**src/rtl/booth_pkg.sv**
```systemverilog
// rtl/booth_pkg.sv - shared state encoding, default width and counter sizing for booth_seq_mult
package booth_pkg;

  typedef enum logic [1:0] {
    IDLE = 2'd0,
    CALC = 2'd1,
    DONE = 2'd2
  } state_e;

  localparam int DEFAULT_WIDTH = 12;

  // The counter is loaded with w+1, so it needs room for values up to w+1.
  function automatic int cnt_width(input int w);
    return $clog2(w + 2);
  endfunction

endpackage

```
**src/rtl/cla_adder.sv**
```systemverilog
// rtl/cla_adder.sv - combinational carry-lookahead adder, 4-bit lookahead groups chained by group carry
module cla_adder #(
  parameter int W = 14
) (
  input  logic [W-1:0] a,
  input  logic [W-1:0] b,
  input  logic         cin,
  output logic [W-1:0] sum
);

  logic [W-1:0] g;
  logic [W-1:0] p;
  logic [W-1:0] carry;

  assign g = a & b;
  assign p = a ^ b;

  // Each carry inside a group is a sum-of-products of that group's g/p and the group carry-in.
  always_comb begin
    logic cb;
    logic cc;
    carry = '0;
    cb    = cin;
    for (int base = 0; base < W; base += 4) begin
      cc = cb;
      for (int i = base; (i < W) && (i < base + 4); i++) begin
        carry[i] = cb;
        cc = cb;
        for (int k = base; k < i; k++) begin
          cc = g[k] | (p[k] & cc);
        end
        carry[i] = cc;
        cc = g[i] | (p[i] & cc);
      end
      cb = cc;
    end
  end

  assign sum = p ^ carry;

endmodule

```
**src/rtl/booth_seq_mult.sv**
```systemverilog
// rtl/booth_seq_mult.sv - sequential radix-2 Booth multiplier, one step per clock
// Optional BOOTH_UNSIGNED_MODE_EN adds a signed_mode input selecting zero- or sign-extension.
module booth_seq_mult
  import booth_pkg::*;
#(
  parameter int WIDTH = DEFAULT_WIDTH
) (
  input  logic                 clk,
  input  logic                 rst_n,
  input  logic                 start,
  input  logic [WIDTH-1:0]     multiplicand,
  input  logic [WIDTH-1:0]     multiplier,
`ifdef BOOTH_UNSIGNED_MODE_EN
  input  logic                 signed_mode,
`endif
  output logic                 busy,
  output logic                 done,
  output logic [2*WIDTH-1:0]   product
);

  localparam int AW = WIDTH + 2;
  localparam int QW = WIDTH + 1;
  localparam int CW = cnt_width(WIDTH);

  state_e               state_q, state_d;
  logic [AW-1:0]        a_q, a_d;
  logic [AW-1:0]        m_q, m_d;
  logic [QW-1:0]        q_q, q_d;
  logic                 qm1_q, qm1_d;
  logic [CW-1:0]        cnt_q, cnt_d;
  logic [2*WIDTH-1:0]   product_q, product_d;

  logic                 sext;
  logic [AW-1:0]        m_ext;
  logic [QW-1:0]        q_ext;
  logic [AW-1:0]        add_b;
  logic                 add_cin;
  logic [AW-1:0]        sum;
  logic [AW-1:0]        a_sh;
  logic [QW-1:0]        q_sh;

`ifdef BOOTH_UNSIGNED_MODE_EN
  assign sext = signed_mode;
`else
  assign sext = 1'b1;
`endif

  assign m_ext = {{2{sext & multiplicand[WIDTH-1]}}, multiplicand};
  assign q_ext = {sext & multiplier[WIDTH-1], multiplier};

  // Subtraction reuses the adder: A - M = A + ~M + 1.
  always_comb begin
    add_b   = '0;
    add_cin = 1'b0;
    case ({q_q[0], qm1_q})
      2'b01:   add_b = m_q;
      2'b10: begin
        add_b   = ~m_q;
        add_cin = 1'b1;
      end
      default: add_b = '0;
    endcase
  end

  cla_adder #(.W(AW)) u_cla_adder (
    .a   (a_q),
    .b   (add_b),
    .cin (add_cin),
    .sum (sum)
  );

  assign a_sh = {sum[AW-1], sum[AW-1:1]};
  assign q_sh = {sum[0], q_q[QW-1:1]};

  always_comb begin
    state_d   = state_q;
    a_d       = a_q;
    m_d       = m_q;
    q_d       = q_q;
    qm1_d     = qm1_q;
    cnt_d     = cnt_q;
    product_d = product_q;
    busy      = 1'b0;
    done      = 1'b0;
    case (state_q)
      IDLE, DONE: begin
        done    = (state_q == DONE);
        state_d = IDLE;
        if (start) begin
          state_d = CALC;
          a_d     = '0;
          m_d     = m_ext;
          q_d     = q_ext;
          qm1_d   = 1'b0;
          cnt_d   = CW'(WIDTH + 1);
        end
      end
      CALC: begin
        busy  = 1'b1;
        a_d   = a_sh;
        q_d   = q_sh;
        qm1_d = q_q[0];
        cnt_d = cnt_q - CW'(1);
        if (cnt_q == CW'(1)) begin
          state_d   = DONE;
          product_d = {a_sh[WIDTH-2:0], q_sh};
        end
      end
      default: state_d = IDLE;
    endcase
  end

  always_ff @(posedge clk or negedge rst_n) begin
    if (!rst_n) begin
      state_q   <= IDLE;
      a_q       <= '0;
      m_q       <= '0;
      q_q       <= '0;
      qm1_q     <= 1'b0;
      cnt_q     <= '0;
      product_q <= '0;
    end else begin
      state_q   <= state_d;
      a_q       <= a_d;
      m_q       <= m_d;
      q_q       <= q_d;
      qm1_q     <= qm1_d;
      cnt_q     <= cnt_d;
      product_q <= product_d;
    end
  end

  assign product = product_q;

endmodule

```
**config.mk**
```make
export PLATFORM = sky130hd
export DESIGN_NAME = booth_seq_mult
export DESIGN_NICKNAME = d
export VERILOG_FILES = /design/src/rtl/booth_pkg.sv /design/src/rtl/cla_adder.sv /design/src/rtl/booth_seq_mult.sv
export SDC_FILE = /design/constraint.sdc
export NUM_CORES = 1
export LEC_CHECK = 0
export ABC_AREA = 1
export BUFFER_PORTS_ARGS = -buffer_cell sky130_fd_sc_hd__buf_2
export CORE_MARGIN = 3
export CORE_UTILIZATION = 45
export CTS_CLUSTER_DIAMETER = 50
export DETAILED_ROUTE_END_ITERATION = 8
export GPL_TIMING_DRIVEN = 1
export PLACE_DENSITY = 0.73
export SYNTH_ARGS = -nofsm -noshare
export SYNTH_HDL_FRONTEND = slang
export SYNTH_HIERARCHICAL = 1
export SYNTH_SLANG_ARGS = --single-unit
```
**constraint.sdc**
```tcl
create_clock -name clk -period 14.25 [get_ports clk]
set_input_delay 2.1375 -clock clk [delete_from_list [all_inputs] [get_ports clk]]
set_output_delay 2.1375 -clock clk [all_outputs]
set_load 0.005 [all_outputs]
```
# After elaboration in Yosys (flattened, before gate mapping)
# Index checks and enable logic that the tools add are counted.
classes:
  reduce_logical: 6
  add_sub_neg: 1
  n_mux: 15
  bitwise_logic: 30
  n_eq_ne: 7
op_table:
  columns: ["cell", "n"]
  rows:
  - ["14-bit case mux with 2 select lines", 2]
  - ["14-bit bitwise XOR", 2]
  - ["13-bit case mux with 2 select lines", 1]
  - ["14-bit two-way mux", 1]
  - ["14-bit inverter", 1]
  - ["1-bit AND", 13]
  - ["13-bit AND", 1]
  - ["13-bit two-way mux", 1]
  - ["1-bit bitwise OR", 13]
  - ["4-bit case mux with 2 select lines", 1]
  - ["2-bit AND reduction", 3]
  - ["1-bit two-way mux", 5]
  - ["2-bit by 1-bit == test with 1-bit output, second input constant", 2]
  - ["2-bit == test, second input constant", 2]
  - ["4-bit by 1-bit == test with 1-bit output, second input constant", 1]
  - ["4-bit two-way mux", 1]
  - ["2-bit != test, second input constant", 2]
  - ["2-bit case mux with 2 select lines", 1]
  - ["4-bit by 1-bit subtractor with 4-bit output, second input constant", 1]
  - ["2-bit zero test", 1]
  - ["2-bit two-way mux", 1]
  - ["1-bit case mux with 2 select lines", 1]
  - ["2-bit nonzero test", 1]
  - ["2-bit OR reduction", 1]
totals:
  register_bits: 70
  input_bits: 27
  word_cells: 66
  output_inout_bits: 26

# Longest topological paths before layout
# Gate-level depths: netlist of the first run.
depth:
  word_depth: 31
  ltp_mapped: 25
  depth_no_buf: 24

# Modules after synthesis
# Netlist of the first run, hierarchy kept.
modules_own_cells:
  columns: ["module", "area_per_inst_um2", "cells_each", "seq_area_each_um2", "n_inst"]
  rows:
  - ["booth_seq_mult", 2859.0, 332, 1726.7, 1]
  - ["cla_adder", 319.1, 28, 0.0, 1]

# Least setup slack after synthesis of the first run
# Ideal clock, no wire load.
synth_path:
  path_kind: "flip-flop to flip-flop"
  start: "reg qm1_q"
  end: "reg a_q[12]"
  setup_time_ns: 0.065
  required_ns: 14.185
  setup_slack_ns: 8.274
  period_less_slack_ns: 5.976
  t_arrival_ns: 5.911
  n_path_buf: 1
  path_stages_with_launch: 24
  cell_sequence: "dfrtp_1 nand2_1 clkbuf_1 a21oi_1 inv_1 fa_1 inv_1 fa_1 fa_1 fa_1 fa_1 fa_1 fa_1 fa_1 fa_1 fa_1 fa_1 fa_1 fa_1 inv_1 nand3_1 nand2_1 nand2_1 nand2_1"
synth_between:
  elab_chain_cells: 31
  word_cells_on_any_way: 34
  cone_classes: "2 x eq/ne; 3 x mux; 29 x bitwise"
synth_rtl:
  columns: ["element", "line", "source"]
  rows:
  - ["start, declared", "booth_seq_mult.sv:29", "logic qm1_q, qm1_d;"]
  - ["start signal, assigned", "booth_seq_mult.sv:127", "qm1_q <= qm1_d;"]
  - ["2-bit == test / 2-bit by 1-bit == test with 1-bit output (equally long branches)", "booth_seq_mult.sv:55", "case ({q_q[0], qm1_q})"]
  - ["14-bit case mux with 2 select lines *", "booth_seq_mult.sv:55", null]
  - ["net add_b[0]", "booth_seq_mult.sv:36", "logic [AW-1:0] add_b;"]
  - ["14-bit bitwise XOR", "cla_adder.sv:16", "assign p = a ^ b;"]
  - ["1-bit AND", null, null]
  - ["1-bit bitwise OR *", "cla_adder.sv:30", "cc = g[k] | (p[k] & cc);"]
  - ["1-bit AND *", "cla_adder.sv:30", null]
  - ["1-bit bitwise OR *", "cla_adder.sv:30", null]
  - ["[... 17 more ...]", null, null]
  - ["1-bit bitwise OR *", null, null]
  - ["1-bit AND *", "cla_adder.sv:33", "cc = g[i] | (p[i] & cc);"]
  - ["1-bit bitwise OR *", "cla_adder.sv:33", null]
  - ["1-bit AND *", null, null]
  - ["1-bit bitwise OR *", null, null]
  - ["14-bit bitwise XOR *", "cla_adder.sv:39", "assign sum = p ^ carry;"]
  - ["net sum[13]", "booth_seq_mult.sv:38", "logic [AW-1:0] sum;"]
  - ["14-bit case mux with 2 select lines *", "booth_seq_mult.sv:85", "case (state_q)"]
  - ["end signal, assigned", "booth_seq_mult.sv:116", "a_q <= '0;"]
  - ["end signal, assigned", "booth_seq_mult.sv:124", "a_q <= a_d;"]
  - ["end, declared", "booth_seq_mult.sv:26", "logic [AW-1:0] a_q, a_d;"]
# The timed path passes the listed nets; every way through them passes the cells marked *.
# A chain may end at the register's enable or synchronous reset.

# Worst setup path after layout of the first run
layout_path:
  start: "reg q_q[0]"
  end: "reg a_q[12]"
layout_between:
  elab_chain_cells: 31
  word_cells_on_any_way: 34
  cone_classes: "2 x eq/ne; 3 x mux; 29 x bitwise"
layout_rtl:
  columns: ["element", "line", "source"]
  rows:
  - ["start, declared", "booth_seq_mult.sv:28", "logic [QW-1:0] q_q, q_d;"]
  - ["start signal, assigned", "booth_seq_mult.sv:126", "q_q <= q_d;"]
  - ["2-bit == test / 2-bit by 1-bit == test with 1-bit output (equally long branches)", "booth_seq_mult.sv:55", null]
  - ["14-bit case mux with 2 select lines *", "booth_seq_mult.sv:55", null]
  - ["net add_b[0]", "booth_seq_mult.sv:36", null]
  - ["14-bit bitwise XOR", "cla_adder.sv:16", null]
  - ["1-bit AND", null, null]
  - ["1-bit bitwise OR *", "cla_adder.sv:30", null]
  - ["1-bit AND *", "cla_adder.sv:30", null]
  - ["1-bit bitwise OR *", "cla_adder.sv:30", null]
  - ["[... 17 more ...]", null, null]
  - ["1-bit bitwise OR *", null, null]
  - ["1-bit AND *", "cla_adder.sv:33", null]
  - ["1-bit bitwise OR *", "cla_adder.sv:33", null]
  - ["1-bit AND *", null, null]
  - ["1-bit bitwise OR *", null, null]
  - ["14-bit bitwise XOR *", "cla_adder.sv:39", null]
  - ["net sum[13]", "booth_seq_mult.sv:38", null]
  - ["14-bit case mux with 2 select lines *", "booth_seq_mult.sv:85", null]
# Marked as above.

==> impl_metrics.yaml, run 1 <==
setup_path:
  required_ps: 14530
  crit_type: "reg2reg"
  startpoint_type: "flop"
  critical_path_arrival_ps: 6500
  critical_path_peak_fanout: 13
  end_kind: "flop"
die:
  die_height_um: 90.04
  io_pins: 53
  fp.dieW_um: 90.04
  rows: 29
  start_util_pct: 48.12
  core_area_um2: 6604
  die-area_um2: 8106
sta:
  period_needed_ps: 6222
  finalSetupTns_ps: 0
  tightest_slew_ps: 1043
  rsz0062_at_grt: "false"
  post-route-period-util_pct: 43.66
  setup_violations: 0
  fmax_mhz: 160.7
  fin_skew_ps: 8.820
  finalHoldViolCount: 0
  relSlewSlack_pct: 30.37
  slew_viol_final: 0
  hold_slack_ps: 476.3
worst_hold_path:
  worst_hold_path_type: "reg2reg"
cts:
  path_clk_slew_ps: 70
  post_cts_buffers: 0
  cts_max_level: 3
  clk_latency_ps: 340
  cts-root-buf: "clkbuf_8"
  cts_made_buffers: 9
  clock-sinks: 69
  cts_tree: "done"
  cts_hold_buf: 0
  cts_buffer_depth: 2
  cts_resized: 0
power_and_ir_drop:
  p_sw_share_pct: 42.76
  combPwrFrac_pct: 46.7
  p_int_uw: 541.7
  power_density_nw_per_um2: 260.3
  power.share.clock_pct: 14.3
  p_leak_nw: 1.917
  seq_power_share_pct: 39.0
  p_switching_uw: 404.7
  peakVddDrop_mv: 0.08619
logic_synthesis:
  synth_ff_type: "dfrtp_1"
  synth_most_common_cell: "nand2_1"
  synth_cell_types: 19
  synth-seq-cells: 69
  synth_async_sr_flop_share_pct: 100.0
  syn-num-nets: 402
  synth_top_cells_by_count: "nand2_1, dfrtp_1, inv_1"
  syn_inst: 360
  synth_area_leaders: "dfrtp_1, nand2_1, fa_1, inv_1, o21ai_0"
  syn_area_um2: 3178
  syn_area_per_cell_um2: 8.828
  yosysTopAreaCell: "dfrtp_1"
  synth_edf_count: 0
  ys_warn_count: 6
  yosysSeqAreaShare_pct: 54.33
  synth_top_area_share_pct: 54.33
grt:
  grt_start_max_net_pins: 70
  grt_pass1_wl_mm: 10.87
  antenna_found_initial: 0
  grt_pass1_vias: 2305
  gr-total-overflow: 0
  track_usage_pct: 16.64
outcome:
  status: "complete, no violations"
cells_and_area:
  finalNetCount: 452
  drive_gt1_share_pct: 17.15
  syn_to_final_growth_pct: 14.41
  finish.cell_count_without_fillers: 507
  n_antenna_cell: 0
  stdcell_area_um2: 3636
  fill_cells: 629
detailed_routing:
  wl_per_cell_um: 12.58
  num_vias: 2395
  vias_per_cell: 4.724
  drtIter0Drc: 152
  finalWirelength_mm: 6.376
  ant_nets: 0
  drc: 0
  drt_first_pass_iters: 4
flow_run:
  drv_cap: 0
place:
  gp_congestion: 0.8235
  dpl.hpwl_mm: 4.395
  dpl_cell_area_um2: 3477
  place_inst: 492
  portBuffers: 52
## cells in the final DEF, fill, tap and decap left out, drive strengths merged
cell type and instances:
a21oi 11, buf 53, clkbuf 13, clkinv 2, dfrtp 69, fa 13
ha 2, inv 29, nand2 157, nand3 17, nand4 1, nor2 18
o21ai 28, o22ai 1
## state kept, by name, indices dropped and copies added (netlist names)
signal / count
product: 24
a_q: 13
q_q: 13
m_q: 12
cnt_q: 4
state_q: 2
qm1_q: 1
## per-stage QoR
stage | total power, mW | utilization [%] | worst slack [ps]
detailed placement | 0.8206 | 52.65 | 8085
finish | 0.9464 | 55.06 | 8028
floorplan | 0.6872 | - | 8274
global route | 1.055 | 55.06 | 7743
CTS | 0.9562 | 55.06 | 8042
global placement | 0.7951 | 52.65 | 8220
## critical path: stages (launching register included)
cell and delay (ps):
dfrtp_1 390, inv_1 90, nor2_1 160, nor2_1 140, a21oi_1 50, inv_1 80, fa_1 160, inv_1 50
fa_1 390, fa_1 390, fa_1 400, fa_1 400, fa_1 400, fa_1 390, fa_1 390, fa_1 380
fa_1 390, fa_1 390, fa_1 380, fa_1 400, inv_1 70, nand3_1 60, nand2_1 70, nand2_1 50
nand2_1 90
## layout make-up
cell class	count	area (um^2)	share of cell area (%)
clock buffers	13	148.9	4.095
clock inverters	2	10.01	0.2753
inverters	29	108.9	2.994
multi-input cells	248	1257	34.58
flip-flops and latches	69	1727	47.49
well taps	93	116.4	3.200
repair buffers	53	267.8	7.364
## power groups by stage
| stage | clock network (mW) | registers [mW] | logic (mW) |
|---|---|---|---|
| after floorplan | 0 | 0.362 | 0.325 |
| after global placement | 0 | 0.368 | 0.427 |
| after detailed placement | 0 | 0.372 | 0.448 |
| after CTS | 0.138 | 0.370 | 0.448 |
| after global routing | 0.147 | 0.384 | 0.523 |
| final | 0.136 | 0.369 | 0.442 |
## worst paths after layout
| path | from | end | slack (ps) | depth (start not counted) |
|---|---|---|---|---|
| worst max-delay path | q_q[0] | a_q[12] | 8030 | 24 |
| worst min-delay path | product[5] | product[5] | 480 | 2 |
| worst max register to register | q_q[0] | a_q[12] | 8030 | 24 |
| worst min register to register | product[5] | product[5] | 480 | 2 |
| max in group asynchronous | rst_n | product[0] | 11710 | 2 |
| min in group asynchronous | rst_n | product[16] | 1990 | 2 |
## logic make-up (layout without fill, tap and decap cells)
family	after synthesis	after routing	share of synthesized area (%)
buffers and inverters	43	97	6.102
and+or+nand+nor	193	193	24.25
DFF	69	69	54.33
adders and majority gates	15	15	8.976
AOI/OAI and AO/OA	40	40	6.338
## routing by layer
layer | up-vias | track usage [%] | wire length [um]
met1 | 1110 | 23.63 | 3205
met4 | 0 | 9.311 | 137
li1 | 1214 | - | -
met3 | 10 | 3.339 | 273
met2 | 61 | 23.83 | 2760
met5 | - | 0 | 0
Power figures use the tool's default switching activity.
==> run 2, diff against run 1 <==
ABC_AREA = 0   (was 1)
clock period = 6.4 ns   (was 14.25 ns; I/O delays follow)
==> run 2 against run 1 <==
Compared with the run above: combinational power rose by 110%; clock skew barely moved; final cell count fell by 25%; routed wire length fell by 9.5%; non-clock buffer count rose by 3; critical path type unchanged.
==> impl_metrics.yaml, run 2 <==
grt:
  grt_pass1_vias: 2059
  grt_start_max_net_pins: 70
  grt_pass1_wl_mm: 9.798
  gr-total-overflow: 0
  track_usage_pct: 15.11
  antenna_found_initial: 0
cells_and_area:
  drive_gt1_share_pct: 41.70
  n_antenna_cell: 0
  finalNetCount: 320
  largest_reg_flops: 24
  syn_to_final_growth_pct: 16.23
  final_common_cell: "dfrtp_1"
  finish.cell_count_without_fillers: 379
  final_cell_mix: "dfrtp_1, buf_2, a22o_1"
power_and_ir_drop:
  peakVddDrop_mv: 0.2272
  p_leak_nw: 1.878
  power_density_nw_per_um2: 558.1
  power_mw: 2.070
setup_path:
  r2r_cells: 20
  end_kind: "flop"
  r2r_setup_slack_ps: 190
  required_ps: 6630
  critical_path_peak_fanout: 3
  critical_path_arrival_ps: 6440
  crit_type: "reg2reg"
  reg2reg_from: "qm1_q"
  startpoint_type: "flop"
  r2r-end: "a_q[12]"
sta:
  post-route-period-util_pct: 97.05
  rsz0062_at_grt: "false"
  tightest_slew_ps: 1184
  hold_slack_ps: 504.4
  period_needed_ps: 6211
  setup_violations: 0
  relSlewSlack_pct: 20.98
  slew_viol_final: 0
  finalSetupTns_ps: 0
  layout_setup_ws_ps: 188.9
  fin_skew_ps: 8.958
  finalHoldViolCount: 0
  fmax_mhz: 161.0
logic_synthesis:
  syn_area_per_cell_um2: 14.31
  synth_top_area_share_pct: 54.10
  synth_top_family_by_area: "multiplexers"
  yosysTopAreaCell: "dfrtp_1"
  synth-seq-cells: 69
  ys_warn_count: 6
  synth_ff_type: "dfrtp_1"
  synth_top_cells_by_count: "dfrtp_1, a22o_1, mux2_4"
  syn_inst: 223
  synth_cell_types: 30
  synth_area_leaders: "dfrtp_1, mux2_4, fa_1, a22o_1, mux2_2"
  yosysSeqAreaShare_pct: 54.10
  synth_edf_count: 0
  synth_xor_area_share_pct: 0.7448
  yosys.area_share.simple_pct: 4.116
  syn-num-nets: 265
  synth_most_common_cell: "dfrtp_1"
  syn_area_um2: 3192
  synth_compound_area_share_pct: 13.48
  synth_mux_area_share_pct: 14.94
  synth_async_sr_flop_share_pct: 100.0
  synthAdderAreaFrac_pct: 8.938
detailed_routing:
  wl_met2_mm: 2.799
  ant_nets: 0
  vias_per_cell: 5.132
  finalWirelength_mm: 5.768
  met3_length_um: 327
  drt_first_pass_iters: 4
  wl_per_cell_um: 15.22
  drtIter0Drc: 70
  num_vias: 1945
  drc: 0
  drt-met1-wl_mm: 2.577
  top_layer: "met4"
cts:
  cts-root-buf: "clkbuf_8"
  clock-sinks: 69
  cts_max_level: 3
  cts_tree: "done"
  path_clk_slew_ps: 80
  cts_hold_buf: 0
  cts_made_buffers: 9
  cts_buffer_depth: 2
  clk_latency_ps: 340
outcome:
  status: "complete, no violations"
die:
  fp.dieW_um: 90.22
  rows: 30
  start_util_pct: 46.72
  die_height_um: 90.22
  io_pins: 53
  die-area_um2: 8140
  core_area_um2: 6832
worst_hold_path:
  worstHoldPathCells: 1
  worst_hold_path_type: "reg2reg"
  whs_endpoint: "product[18]"
  worstHoldStart: "product[18]"
flow_run:
  drv_cap: 0
place:
  pre_cts_slack_ps: 46.60
  portBuffers: 52
  place_inst: 363
  dpl.hpwl_mm: 3.928
  gp_congestion: 0.7787
[run 2: cell types whose count changed in the layout (fill, tap and decap cells not counted), sizes merged, moves of 10 or more]
cell,delta
o21ai,-16
a22o,+25
inv,-18
a21o,+11
nand3,-17
mux2,+36
nor2,-17
a21oi,-10
nand2,-144
[run 2: where the power goes]
part           internal (mW)  switching (mW)
Sequential             0.655           0.155
Clock                  0.141           0.171
Combinational          0.536           0.412
[run 2: layout make-up]
| cell class | count | area (um^2) |
|---|---|---|
| Clock inverter | 7 | 51.30 |
| Multi-Input combinational cell | 132 | 1360 |
| Timing Repair Buffer | 56 | 290.3 |
| Inverter | 10 | 37.54 |
| Sequential cell | 69 | 1727 |
| Fill cell | 584 | 3122 |
| Tap cell | 96 | 120.1 |
| Clock buffer | 9 | 123.9 |
[run 2: how the worst max path moves through the flow]
stage / start / endpoint / slack [ps] / cells after the start
floorplan: qm1_q / a_q[12] / 110 / 21
global placement: qm1_q / a_q[12] / 230 / 20
detailed placement: qm1_q / a_q[12] / 50 / 20
CTS: qm1_q / a_q[12] / 10 / 20
global route: qm1_q / a_q[12] / 20 / 20
finish: qm1_q / a_q[12] / 190 / 20
[run 2: logic make-up (layout without fill, tap and decap cells)]
kind of cell               count (synthesis)  in the layout
buffers and inverters                     22             82
muxes                                     36             36
and+or+nand+nor                           23             23
DFF                                       69             69
adders and majority gates                 15             15
xor gates and xnor gates                   1              1
AOI/OAI and AO/OA                         57             57
[run 2: stage by stage]
| step | instance area (um^2) | utilization [%] |
|---|---|---|
| detailed placement | 3525 | 51.59 |
| global route | 3710 | 54.30 |
| finish | 3710 | 54.30 |
| CTS | 3700 | 54.16 |
| global placement | 3525 | 51.59 |
| floorplan | 3192 | - |
[run 2: metal layers]
layer | GRT usage [%] | up-vias
met4 | 5.230 | 0
met3 | 5.439 | 8
met1 | 19.36 | 984
met5 | 0 | -
li1 | - | 904
met2 | 23.83 | 49
[run 2: worst max-delay path, stage by stage, from the launching register on]
cell and delay, ps:
dfrtp_1 390, nor2b_1 150, nand2_1 60, o21ai_0 80, inv_1 90, fa_1 170, inv_1 50, fa_2 340
fa_1 390, fa_2 350, fa_1 390, fa_2 350, fa_1 390, fa_2 350, fa_1 390, fa_1 390
fa_1 390, fa_1 400, fa_1 390, xor3_1 380, a22o_1 210
[run 2: what timing repair did]
item                       4_1_cts  5_1_grt
buffers inserted                 0        0
setup endpoints to repair        0        1
gates resized for setup          0        4
